===== src/rtl/vga_pkg.sv =====
// Shared VGA timing constants, types and the test-bar colour table
// used by vga_timing_gen and its alignment delay.
package vga_pkg;

  // 640x480@60 timing (pixels / lines)
  localparam int VGA_H_VISIBLE = 640;
  localparam int VGA_H_FRONT   = 16;
  localparam int VGA_H_SYNC    = 96;
  localparam int VGA_H_BACK    = 48;
  localparam int VGA_V_VISIBLE = 480;
  localparam int VGA_V_FRONT   = 10;
  localparam int VGA_V_SYNC    = 2;
  localparam int VGA_V_BACK    = 33;

  localparam int H_TOTAL = VGA_H_VISIBLE + VGA_H_FRONT + VGA_H_SYNC + VGA_H_BACK;
  localparam int V_TOTAL = VGA_V_VISIBLE + VGA_V_FRONT + VGA_V_SYNC + VGA_V_BACK;

  typedef logic [9:0] coord_t;

  typedef struct packed {
    logic [7:0] r;
    logic [7:0] g;
    logic [7:0] b;
  } rgb_t;

  // Which 80-pixel bar a horizontal position falls in (0..7)
  function automatic logic [2:0] bar_index(input coord_t x);
    logic [2:0] idx;
    idx = 3'd0;
    for (int i = 1; i < 8; i++) begin
      if (x >= coord_t'(80 * i)) begin
        idx = 3'(i);
      end
    end
    return idx;
  endfunction

  // Colour bar table: white, yellow, cyan, green, magenta, red, blue, black
  function automatic rgb_t bar_color(input logic [2:0] idx);
    rgb_t c;
    case (idx)
      3'd0:    c = {8'hFF, 8'hFF, 8'hFF};
      3'd1:    c = {8'hFF, 8'hFF, 8'h00};
      3'd2:    c = {8'h00, 8'hFF, 8'hFF};
      3'd3:    c = {8'h00, 8'hFF, 8'h00};
      3'd4:    c = {8'hFF, 8'h00, 8'hFF};
      3'd5:    c = {8'hFF, 8'h00, 8'h00};
      3'd6:    c = {8'h00, 8'h00, 8'hFF};
      default: c = {8'h00, 8'h00, 8'h00};
    endcase
    return c;
  endfunction

endpackage


===== src/rtl/vga_sync_delay.sv =====
// Clock-enabled shift register used to align sync/blank (and pattern X)
// with the returned RGB. DEPTH=0 is a plain wire.
module vga_sync_delay #(
  parameter int               DEPTH   = 0,
  parameter int               WIDTH   = 1,
  parameter logic [WIDTH-1:0] RST_VAL = {WIDTH{1'b0}}
) (
  input  logic             clk,
  input  logic             rst,
  input  logic             ce,
  input  logic [WIDTH-1:0] din,
  output logic [WIDTH-1:0] dout
);

  generate
    if (DEPTH == 0) begin : g_bypass
      logic unused_s;
      assign unused_s = ^{clk, rst, ce};
      assign dout = din;
    end else begin : g_pipe
      logic [WIDTH-1:0] stage_r [DEPTH];

      // Shift one stage per pixel strobe; reset loads the inactive value
      always_ff @(posedge clk or posedge rst) begin
        if (rst) begin
          for (int i = 0; i < DEPTH; i++) begin
            stage_r[i] <= RST_VAL;
          end
        end else if (ce) begin
          stage_r[0] <= din;
          for (int i = 1; i < DEPTH; i++) begin
            stage_r[i] <= stage_r[i-1];
          end
        end
      end

      assign dout = stage_r[DEPTH-1];
    end
  endgenerate

endmodule


===== src/rtl/vga_timing_gen.sv =====
// VGA 640x480@60 timing generator: pixel divider, DrawX/DrawY counters,
// sync/blank generation, latency-matched RGB output registers and a
// once-per-frame tick. Define VGA_TEST_PATTERN_EN to add the test_pattern
// input selecting built-in colour bars instead of Red_in/Green_in/Blue_in.
module vga_timing_gen
  import vga_pkg::*;
#(
  parameter int H_VISIBLE = VGA_H_VISIBLE,
  parameter int H_FRONT   = VGA_H_FRONT,
  parameter int H_SYNC    = VGA_H_SYNC,
  parameter int H_BACK    = VGA_H_BACK,
  parameter int V_VISIBLE = VGA_V_VISIBLE,
  parameter int V_FRONT   = VGA_V_FRONT,
  parameter int V_SYNC    = VGA_V_SYNC,
  parameter int V_BACK    = VGA_V_BACK,
  parameter int PIX_DIV   = 2,
  parameter int PIPE_LAT  = 0
) (
  input  logic       Clk,
  input  logic       Reset,
`ifdef VGA_TEST_PATTERN_EN
  input  logic       test_pattern,
`endif
  input  logic [7:0] Red_in,
  input  logic [7:0] Green_in,
  input  logic [7:0] Blue_in,
  output logic       pix_ce,
  output logic [9:0] DrawX,
  output logic [9:0] DrawY,
  output logic       frame_tick,
  output logic       VGA_CLK,
  output logic       VGA_HS,
  output logic       VGA_VS,
  output logic       VGA_BLANK_N,
  output logic       VGA_SYNC_N,
  output logic [7:0] VGA_R,
  output logic [7:0] VGA_G,
  output logic [7:0] VGA_B
);

  localparam int H_TOT    = H_VISIBLE + H_FRONT + H_SYNC + H_BACK;
  localparam int V_TOT    = V_VISIBLE + V_FRONT + V_SYNC + V_BACK;
  localparam int HS_START = H_VISIBLE + H_FRONT;
  localparam int HS_END   = HS_START + H_SYNC;
  localparam int VS_START = V_VISIBLE + V_FRONT;
  localparam int VS_END   = VS_START + V_SYNC;
  localparam int DIV_W    = (PIX_DIV > 1) ? $clog2(PIX_DIV) : 1;

  logic [DIV_W-1:0] div_r;
  logic [DIV_W-1:0] div_nxt_s;
  logic             div_last_s;
  logic             pix_ce_r;
  logic             vga_clk_r;
  logic             frame_tick_r;
  coord_t           x_r;
  coord_t           y_r;
  logic             x_last_s;
  logic             y_last_s;
  logic             hs_raw_s;
  logic             vs_raw_s;
  logic             blank_raw_s;
  logic             hs_d_s;
  logic             vs_d_s;
  logic             blank_d_s;
  logic             hs_r;
  logic             vs_r;
  logic             blank_r;
  rgb_t             rgb_src_s;
  rgb_t             rgb_r;

  assign div_last_s = (div_r == DIV_W'(PIX_DIV - 1));
  assign x_last_s   = (x_r == coord_t'(H_TOT - 1));
  assign y_last_s   = (y_r == coord_t'(V_TOT - 1));

  // Next divider value, wrapping at PIX_DIV-1
  always_comb begin
    if (div_last_s) begin
      div_nxt_s = {DIV_W{1'b0}};
    end else begin
      div_nxt_s = div_r + DIV_W'(1);
    end
  end

  // Pixel divider, strobe, DAC clock (high in the second half of a pixel) and frame tick
  always_ff @(posedge Clk or posedge Reset) begin
    if (Reset) begin
      div_r        <= {DIV_W{1'b0}};
      pix_ce_r     <= 1'b0;
      vga_clk_r    <= 1'b0;
      frame_tick_r <= 1'b0;
    end else begin
      div_r        <= div_nxt_s;
      pix_ce_r     <= div_last_s;
      vga_clk_r    <= (div_nxt_s >= DIV_W'(PIX_DIV / 2));
      frame_tick_r <= div_last_s && x_last_s && (y_r == coord_t'(V_VISIBLE - 1));
    end
  end

  // Raster counters advance once per pixel strobe
  always_ff @(posedge Clk or posedge Reset) begin
    if (Reset) begin
      x_r <= 10'd0;
      y_r <= 10'd0;
    end else if (pix_ce_r) begin
      if (x_last_s) begin
        x_r <= 10'd0;
        if (y_last_s) begin
          y_r <= 10'd0;
        end else begin
          y_r <= y_r + 10'd1;
        end
      end else begin
        x_r <= x_r + 10'd1;
      end
    end
  end

  // Undelayed sync/blank decoded from the current raster position
  always_comb begin
    hs_raw_s    = ~((x_r >= coord_t'(HS_START)) && (x_r < coord_t'(HS_END)));
    vs_raw_s    = ~((y_r >= coord_t'(VS_START)) && (y_r < coord_t'(VS_END)));
    blank_raw_s = (x_r < coord_t'(H_VISIBLE)) && (y_r < coord_t'(V_VISIBLE));
  end

  vga_sync_delay #(
    .DEPTH  (PIPE_LAT),
    .WIDTH  (3),
    .RST_VAL(3'b110)
  ) u_sync_delay (
    .clk (Clk),
    .rst (Reset),
    .ce  (pix_ce_r),
    .din ({hs_raw_s, vs_raw_s, blank_raw_s}),
    .dout({hs_d_s, vs_d_s, blank_d_s})
  );

`ifdef VGA_TEST_PATTERN_EN
  logic [2:0] bar_d_s;

  vga_sync_delay #(
    .DEPTH  (PIPE_LAT),
    .WIDTH  (3),
    .RST_VAL(3'b000)
  ) u_bar_delay (
    .clk (Clk),
    .rst (Reset),
    .ce  (pix_ce_r),
    .din (bar_index(x_r)),
    .dout(bar_d_s)
  );

  // Pick colour bars or the external colour mapper
  always_comb begin
    if (test_pattern) begin
      rgb_src_s = bar_color(bar_d_s);
    end else begin
      rgb_src_s = {Red_in, Green_in, Blue_in};
    end
  end
`else
  assign rgb_src_s = {Red_in, Green_in, Blue_in};
`endif

  // Output stage: sync, blank and blank-gated colour all land on the same strobe
  always_ff @(posedge Clk or posedge Reset) begin
    if (Reset) begin
      hs_r    <= 1'b1;
      vs_r    <= 1'b1;
      blank_r <= 1'b0;
      rgb_r   <= 24'h000000;
    end else if (pix_ce_r) begin
      hs_r    <= hs_d_s;
      vs_r    <= vs_d_s;
      blank_r <= blank_d_s;
      if (blank_d_s) begin
        rgb_r <= rgb_src_s;
      end else begin
        rgb_r <= 24'h000000;
      end
    end
  end

  assign pix_ce      = pix_ce_r;
  assign DrawX       = x_r;
  assign DrawY       = y_r;
  assign frame_tick  = frame_tick_r;
  assign VGA_CLK     = vga_clk_r;
  assign VGA_HS      = hs_r;
  assign VGA_VS      = vs_r;
  assign VGA_BLANK_N = blank_r;
  assign VGA_SYNC_N  = 1'b0;
  assign VGA_R       = rgb_r.r;
  assign VGA_G       = rgb_r.g;
  assign VGA_B       = rgb_r.b;

endmodule


===== config.mk =====
export PLATFORM = sky130hd
export DESIGN_NAME = vga_timing_gen
export DESIGN_NICKNAME = d
export VERILOG_FILES = /design/src/rtl/vga_pkg.sv /design/src/rtl/vga_sync_delay.sv /design/src/rtl/vga_timing_gen.sv
export SDC_FILE = /design/constraint.sdc
export NUM_CORES = 1
export LEC_CHECK = 0
export ABC_AREA = 1
export BUFFER_PORTS_ARGS = -buffer_cell sky130_fd_sc_hd__buf_2
export CORE_UTILIZATION = 29
export CTS_CLUSTER_DIAMETER = 50
export DETAILED_ROUTE_END_ITERATION = 12
export PLACE_DENSITY_LB_ADDON = 0.1
export SLEW_MARGIN = 20
export SYNTH_ARGS = -nofsm -noshare
export SYNTH_HDL_FRONTEND = slang
export SYNTH_SLANG_ARGS = --single-unit

===== constraint.sdc =====
create_clock -name Clk -period 2.1 [get_ports Clk]
set_input_delay 0.105 -clock Clk [delete_from_list [all_inputs] [get_ports Clk]]
set_output_delay 0.105 -clock Clk [all_outputs]
set_load 0.01 [all_outputs]

==> metrics.md, run 1 <==
| Metric | Value |
|---|---|
| Site row count | `33` |
| Tot GR Track Use | `13.3%` |
| Avg Synthesized Cell Area | `8.68 µm²` |
| Util after Layout | `37.3%` |
| Final Hold Viols | `0` |
| Number of max-cap violations | `0` |
| Skew-Pair Late Insertion Delay | `0.30 ns` |
| Starting density of the core | `29.8%` |
| Max Buffers Root-to-Sink | `2` |
| Shortest period the worst path allows | `1.69 ns` |
| Share of layout cells above drive strength 1 | `33.7%` |
| Critical path class | `reg -> reg` |
| Most frequent cells in the layout | `buf_2 (75), nand2_1 (64), dfrtp_1 (48), inv_1 (45), nor2_1 (24)` |
| Startpoint Class | `flip-flop` |
| Die Ht | `93.7 µm` |
| PD cells | `586 nW/µm²` |
| Core Area | `8180 µm²` |
| Initial antenna violation count | `0` |
| Fillers | `858` |
| Final TNS setup | `0 ns` |
| Leakage | `1.62 nW` |
| RR Startpoint | `DrawX[0]` |
| Seq/Total Area, Yosys | `51.4%` |
| Cell taking the most area after synthesis | `dfrtp_1` |
| Commonest non-fill, non-tap cell in the layout | `buf_2` |
| Port Buffers | `75` |
| Post-place setup slack | `0.410 ns` |
| Die ar. | `8780 µm²` |
| FF-to-FF path depth | `7` |
| Worst hold path class | `in -> reg` |
| Slew HR | `57.4%` |
| Top cells by area, synth | `dfrtp_1 (49%), nand2_1 (9.8%), o21ai_2 (7.2%), inv_1 (7.1%), nor2_1 (3.7%)` |
| Synthesis-to-finish area growth | `24.9%` |
| Non-Filler Instances | `467` |
| Maximum clock rate | `590 MHz` |
| Placer congestion estimate | `0.730` |
| Outcome | `finished clean` |
| Final ANT Viol Nets | `0` |
| First-pass GRT wire length | `8970 µm` |
| Final setup fails | `0` |
| Dpl cells | `459` |
| # DRC | `0` |
| DR pass1 iterations | `4` |
| Net count reported at finish | `393` |
| Vias per cell | `4.26` |
| Pwr Total | `1.79 mW` |
| Largest net degree at the start of global routing | `31` |
| RSZ-0062 raised after global routing | `no` |
| Post-route setup slack | `0.406 ns` |
| Max VDD drop | `0.349 mV` |
| Synth cell types | `33` |
| Vias | `1988` |
| H-tree lvl count | `2` |
| Worst Path Max Fanout | `16` |
| CTS clk-pin slew, worst paths | `0.09 ns` |
| Clock root buffer | `clkbuf_8` |
| Clock sink total | `50` |
| Flops & latches, synth | `50` |
| Mapped Area | `2440 µm²` |
| Synthesized instance count | `281` |
| Post-Syn Nets | `312` |
| Worst EP required | `2.32 ns` |
| Data arrival, critical path | `1.91 ns` |
| Critical Path End | `DrawY[1]` |
| Vias in the first global route | `1854` |
| Synth Warn # | `0` |
| Pins over their slew limit | `0` |
| Total CTS buffers | `5` |
| Post-detail-place hpwl | `4000 µm` |
| ANT cells | `0` |
| Routed WL per cell | `11.6 µm` |
| Top-area cell type share of the netlist area | `49.2%` |
| Clock Skew | `0.00384 ns` |
| Tightest Pin Transition | `0.638 ns` |
| Final WL | `5410 µm` |
| Die W | `93.7 µm` |
| Overflow after GRT | `0` |
| Reg2reg end | `DrawY[1]` |
| Ports | `77` |
| DRT iter0 DRCs | `71` |
| Fin crit share | `80.7%` |
| Worst setup EP type | `flip-flop` |
| Worst setup path start | `DrawX[0]` |
| CTS tree | `done` |
| Reg-to-reg setup timing slack | `0.41 ns` |
cells by family (layout without fill, tap and decap cells):
logic type	Yosys count	count (layout)	share of synthesized area (%)
simple gates	126	126	23.0
other cells	1	1	0.154
fa+ha+maj	5	5	2.56
compound gates	38	38	11.2
buf+inv	56	137	9.95
xor+xnor	5	5	1.80
flops	50	50	51.4
layout make-up:
| cell class | count | area (µm²) | share of cell area [%] |
|---|---|---|---|
| multi-input combinational | 175 | 943 | 31.0 |
| sequential | 50 | 1250 | 41.1 |
| timing repair buffer | 82 | 430 | 14.1 |
| clock inverter | 2 | 38.8 | 1.27 |
| tap | 105 | 131 | 4.31 |
| clock buffer | 5 | 68.8 | 2.26 |
| inverter | 48 | 181 | 5.95 |
power by group:
part | switching (mW) | total, mW | internal [mW]
combinational | 0.0677 | 0.121 | 0.0531
clock | 0.317 | 0.668 | 0.351
sequential | 0.0129 | 0.999 | 0.986
worst min-delay path by stage:
stage / start / endpoint / slack (ns) / cells past startpoint
finish: Red_in[5] / VGA_R[5] / 0.03 / 3
global route: Green_in[4] / VGA_G[4] / 0.02 / 3
CTS: Red_in[5] / VGA_R[5] / 0.02 / 3
detailed placement: Reset / DrawY[8] / 0.24 / 2
global placement: Reset / DrawY[8] / 0.24 / 2
floorplan: Green_in[0] / VGA_G[0] / 0.25 / 2
synth_stat cells (all sizes together):
library cell  instances
clkinv                1
a41oi                 1
nor2                 26
o21bai                1
nor3                  6
a31oi                 1
xnor2                 3
xor2                  2
a21oi                 2
conb                  1
inv                  47
clkbuf                3
dfstp                 2
o21ai                33
and3                  1
nand3                17
buf                   5
nand4                 8
dfrtp                48
or2                   3
ha                    5
nand2                65
critical path, stage by stage (launching register included):
cell and delay [ns]:
dfrtp_1 0.41, ha_1 0.20, nand2_1 0.07, nor2_2 0.11
nand4_2 0.39, clkinv_2 0.27, nand3_1 0.09, o21ai_0 0.08
what timing repair did:
item,CTS,global route
hold buffers,1,0
endpoints found under the setup margin,0,0
hold endpoints to repair,26,0
buffers inserted,0,0
gates resized for setup,0,0
registers in the layout, summed over array words and instances, names as in the netlist:
| name | count |
|---|---|
| VGA_R | 8 |
| pix_ce | 1 |
| VGA_G | 8 |
| VGA_VS | 1 |
| frame_tick | 1 |
| DrawY | 10 |
| VGA_HS | 1 |
| VGA_B | 8 |
| VGA_BLANK_N | 1 |
| DrawX | 10 |
| div_last_s | 1 |
routing by layer:
metal,track usage [%],vias up,part of all wire [%]
met5,0,-,0
met4,3.85,0,1.0
met3,3.72,5,5.9
met2,20.3,54,46
met1,18.3,893,47
li1,-,1036,-
stage by stage:
stage                     hold WS [ns]  instance area (µm²)
after floorplan                  0.247                 2440
after global placement           0.242                 2930
after detailed placement         0.243                 2930
after CTS                       0.0208                 3050
after global routing            0.0243                 3050
final                           0.0334                 3050
Note: power is estimated with default switching activity, not from simulation.
==> run 2: changes to the inputs <==
==> constraint.sdc (replaced) <==
create_clock -name Clk -period 1.63 [get_ports Clk]
set_input_delay 0.0815 -clock Clk [delete_from_list [all_inputs] [get_ports Clk]]
set_output_delay 0.0815 -clock Clk [all_outputs]
set_load 0.01 [all_outputs]
==> metrics.md, run 2 (synthesis gave the netlist of run 1 again) <==
| Metric | Value |
|---|---|
| Tot GR Track Use | `13.9%` |
| Critical path class | `reg -> reg` |
| Synthesis-to-finish area growth | `32.1%` |
| Switching share of power | `22.8%` |
| Clock Skew | `0.00339 ns` |
| CTS tree | `done` |
| Max Buffers Root-to-Sink | `2` |
| Worst setup EP type | `flip-flop` |
| RSZ-0062 raised after global routing | `no` |
| Leakage | `1.70 nW` |
| Final TNS setup | `0 ns` |
| Power Internal | `1.81 mW` |
| DR pass1 iterations | `6` |
| Startpoint Class | `flip-flop` |
| Vias | `2045` |
| Final ANT Viol Nets | `0` |
| Number of max-cap violations | `0` |
| Fin crit share | `89.4%` |
| Core Area | `8180 µm²` |
| Overflow after GRT | `0` |
| Die ar. | `8780 µm²` |
| Net count reported at finish | `408` |
| Vias per cell | `4.23` |
| Largest net degree at the start of global routing | `51` |
| Commonest non-fill, non-tap cell in the layout | `buf_2` |
| Final setup fails | `0` |
| Cell Area, Placed | `3010 µm²` |
| Starting density of the core | `29.8%` |
| Total CTS buffers | `5` |
| Most frequent cells in the layout | `buf_2 (75), nand2_1 (64), dfrtp_1 (48), inv_1 (45), nor2_1 (24)` |
| Port Buffers | `75` |
| Reg power frac | `54.8%` |
| Worst hold path class | `in -> reg` |
| Pins over their slew limit | `0` |
| Combinational Power Share | `7.4%` |
| Data arrival, critical path | `1.66 ns` |
| Share of layout cells above drive strength 1 | `34.4%` |
| Placer congestion estimate | `0.786` |
| Site row count | `33` |
| Outcome | `finished clean` |
| Post-detail-place hpwl | `3950 µm` |
| Die Ht | `93.7 µm` |
| Switch Pwr | `0.535 mW` |
| Die W | `93.7 µm` |
| PD cells | `728 nW/µm²` |
| Initial antenna violation count | `0` |
| Final WL | `5590 µm` |
| Ports | `77` |
| # DRC | `0` |
| ANT cells | `0` |
| Routed WL per cell | `11.6 µm` |
| Vias in the first global route | `2007` |
| Clk network pwr share | `37.8%` |
| Clock root buffer | `clkbuf_8` |
| Clock sink total | `50` |
| CTS clk-pin slew, worst paths | `0.09 ns` |
| Maximum clock rate | `686 MHz` |
| First-pass GRT wire length | `9540 µm` |
| H-tree lvl count | `2` |
| Worst EP required | `1.83 ns` |
| Final Hold Viols | `0` |
| DRT iter0 DRCs | `59` |
| Skew-Pair Late Insertion Delay | `0.30 ns` |
| Final instance area | `3220 µm²` |
| Max VDD drop | `0.294 mV` |
| Worst Path Max Fanout | `12` |
| Shortest period the worst path allows | `1.46 ns` |
run 2: cell types whose count changed in the layout (fill, tap and decap cells not counted):
cell / change
ha_2: +1
clkbuf_1: +1
clkinv_4: -1
buf_12: +3
buf_4: +4
dlygate4sd3_1: +8
ha_1: -1
clkinvlp_4: +1
run 2: worst paths after layout:
check	startpoint	end	slack, ns	cells after the start
max in group asynchronous	Reset	VGA_VS	0.97	4
worst min-delay path	Green_in[4]	VGA_G[4]	0.01	3
worst max register to register	pix_ce	DrawX[7]	0.17	6
worst max-delay path	pix_ce	DrawX[7]	0.17	6
worst min register to register	div_last_s	pix_ce	0.45	0
min in group asynchronous	Reset	DrawY[3]	0.36	4
run 2: area by class of cell:
| type | count | area (µm²) |
|---|---|---|
| Inverter | 48 | 181 |
| Tap cell | 105 | 131 |
| Clock buffer | 6 | 72.6 |
| Multi-Input combinational cell | 175 | 946 |
| Sequential cell | 50 | 1250 |
| Timing Repair Buffer | 97 | 601 |
| Fill cell | 860 | 4950 |
| Clock inverter | 2 | 37.5 |
run 2: critical path: stages (launching register included):
cell and delay [ns]:
dfrtp_1 0.61, inv_2 0.18, nor2_4 0.17, nand2_1 0.08, nor2_1 0.13, xnor2_1 0.13, inv_1 0.05
run 2: power groups by stage:
stage               sequential [mW]  combinational, mW  clock [mW]
floorplan                      1.32             0.0687           0
global placement               1.31              0.162           0
detailed placement             1.31              0.163           0
CTS                            1.29              0.179       0.925
global route                   1.29              0.200       0.966
finish                         1.29              0.173       0.887
run 2: through the flow:
step                      instances  util [%]  setup WS, ns  total power [mW]  hold slack, ns
final                           483      39.4         0.173              2.35          0.0105
after global routing            483      39.4       0.00659              2.46         0.00595
after CTS                       482      39.3         0.151              2.39        0.000869
after detailed placement        465      36.9         0.140              1.47           0.156
after global placement          465      36.9         0.177              1.47           0.157
after floorplan                 281         -         0.280              1.39           0.224
run 2: repair_timing:
| item | 4_1_cts | 5_1_grt |
|---|---|---|
| endpoints found under the setup margin | 0 | 2 |
| buffers inserted | 0 | 1 |
| hold buffers | 9 | 0 |
| resized for setup | 0 | 1 |
| hold endpoints to repair | 56 | 0 |
run 2: layer usage:
layer / vias to the layer above / share of wire [%] / track usage, %
li1: 1068 / - / -
met1: 919 / 47 / 18.0
met2: 52 / 47 / 22.7
met3: 6 / 5.3 / 3.64
met4: 0 / 1.2 / 4.23
met5: - / 0 / 0
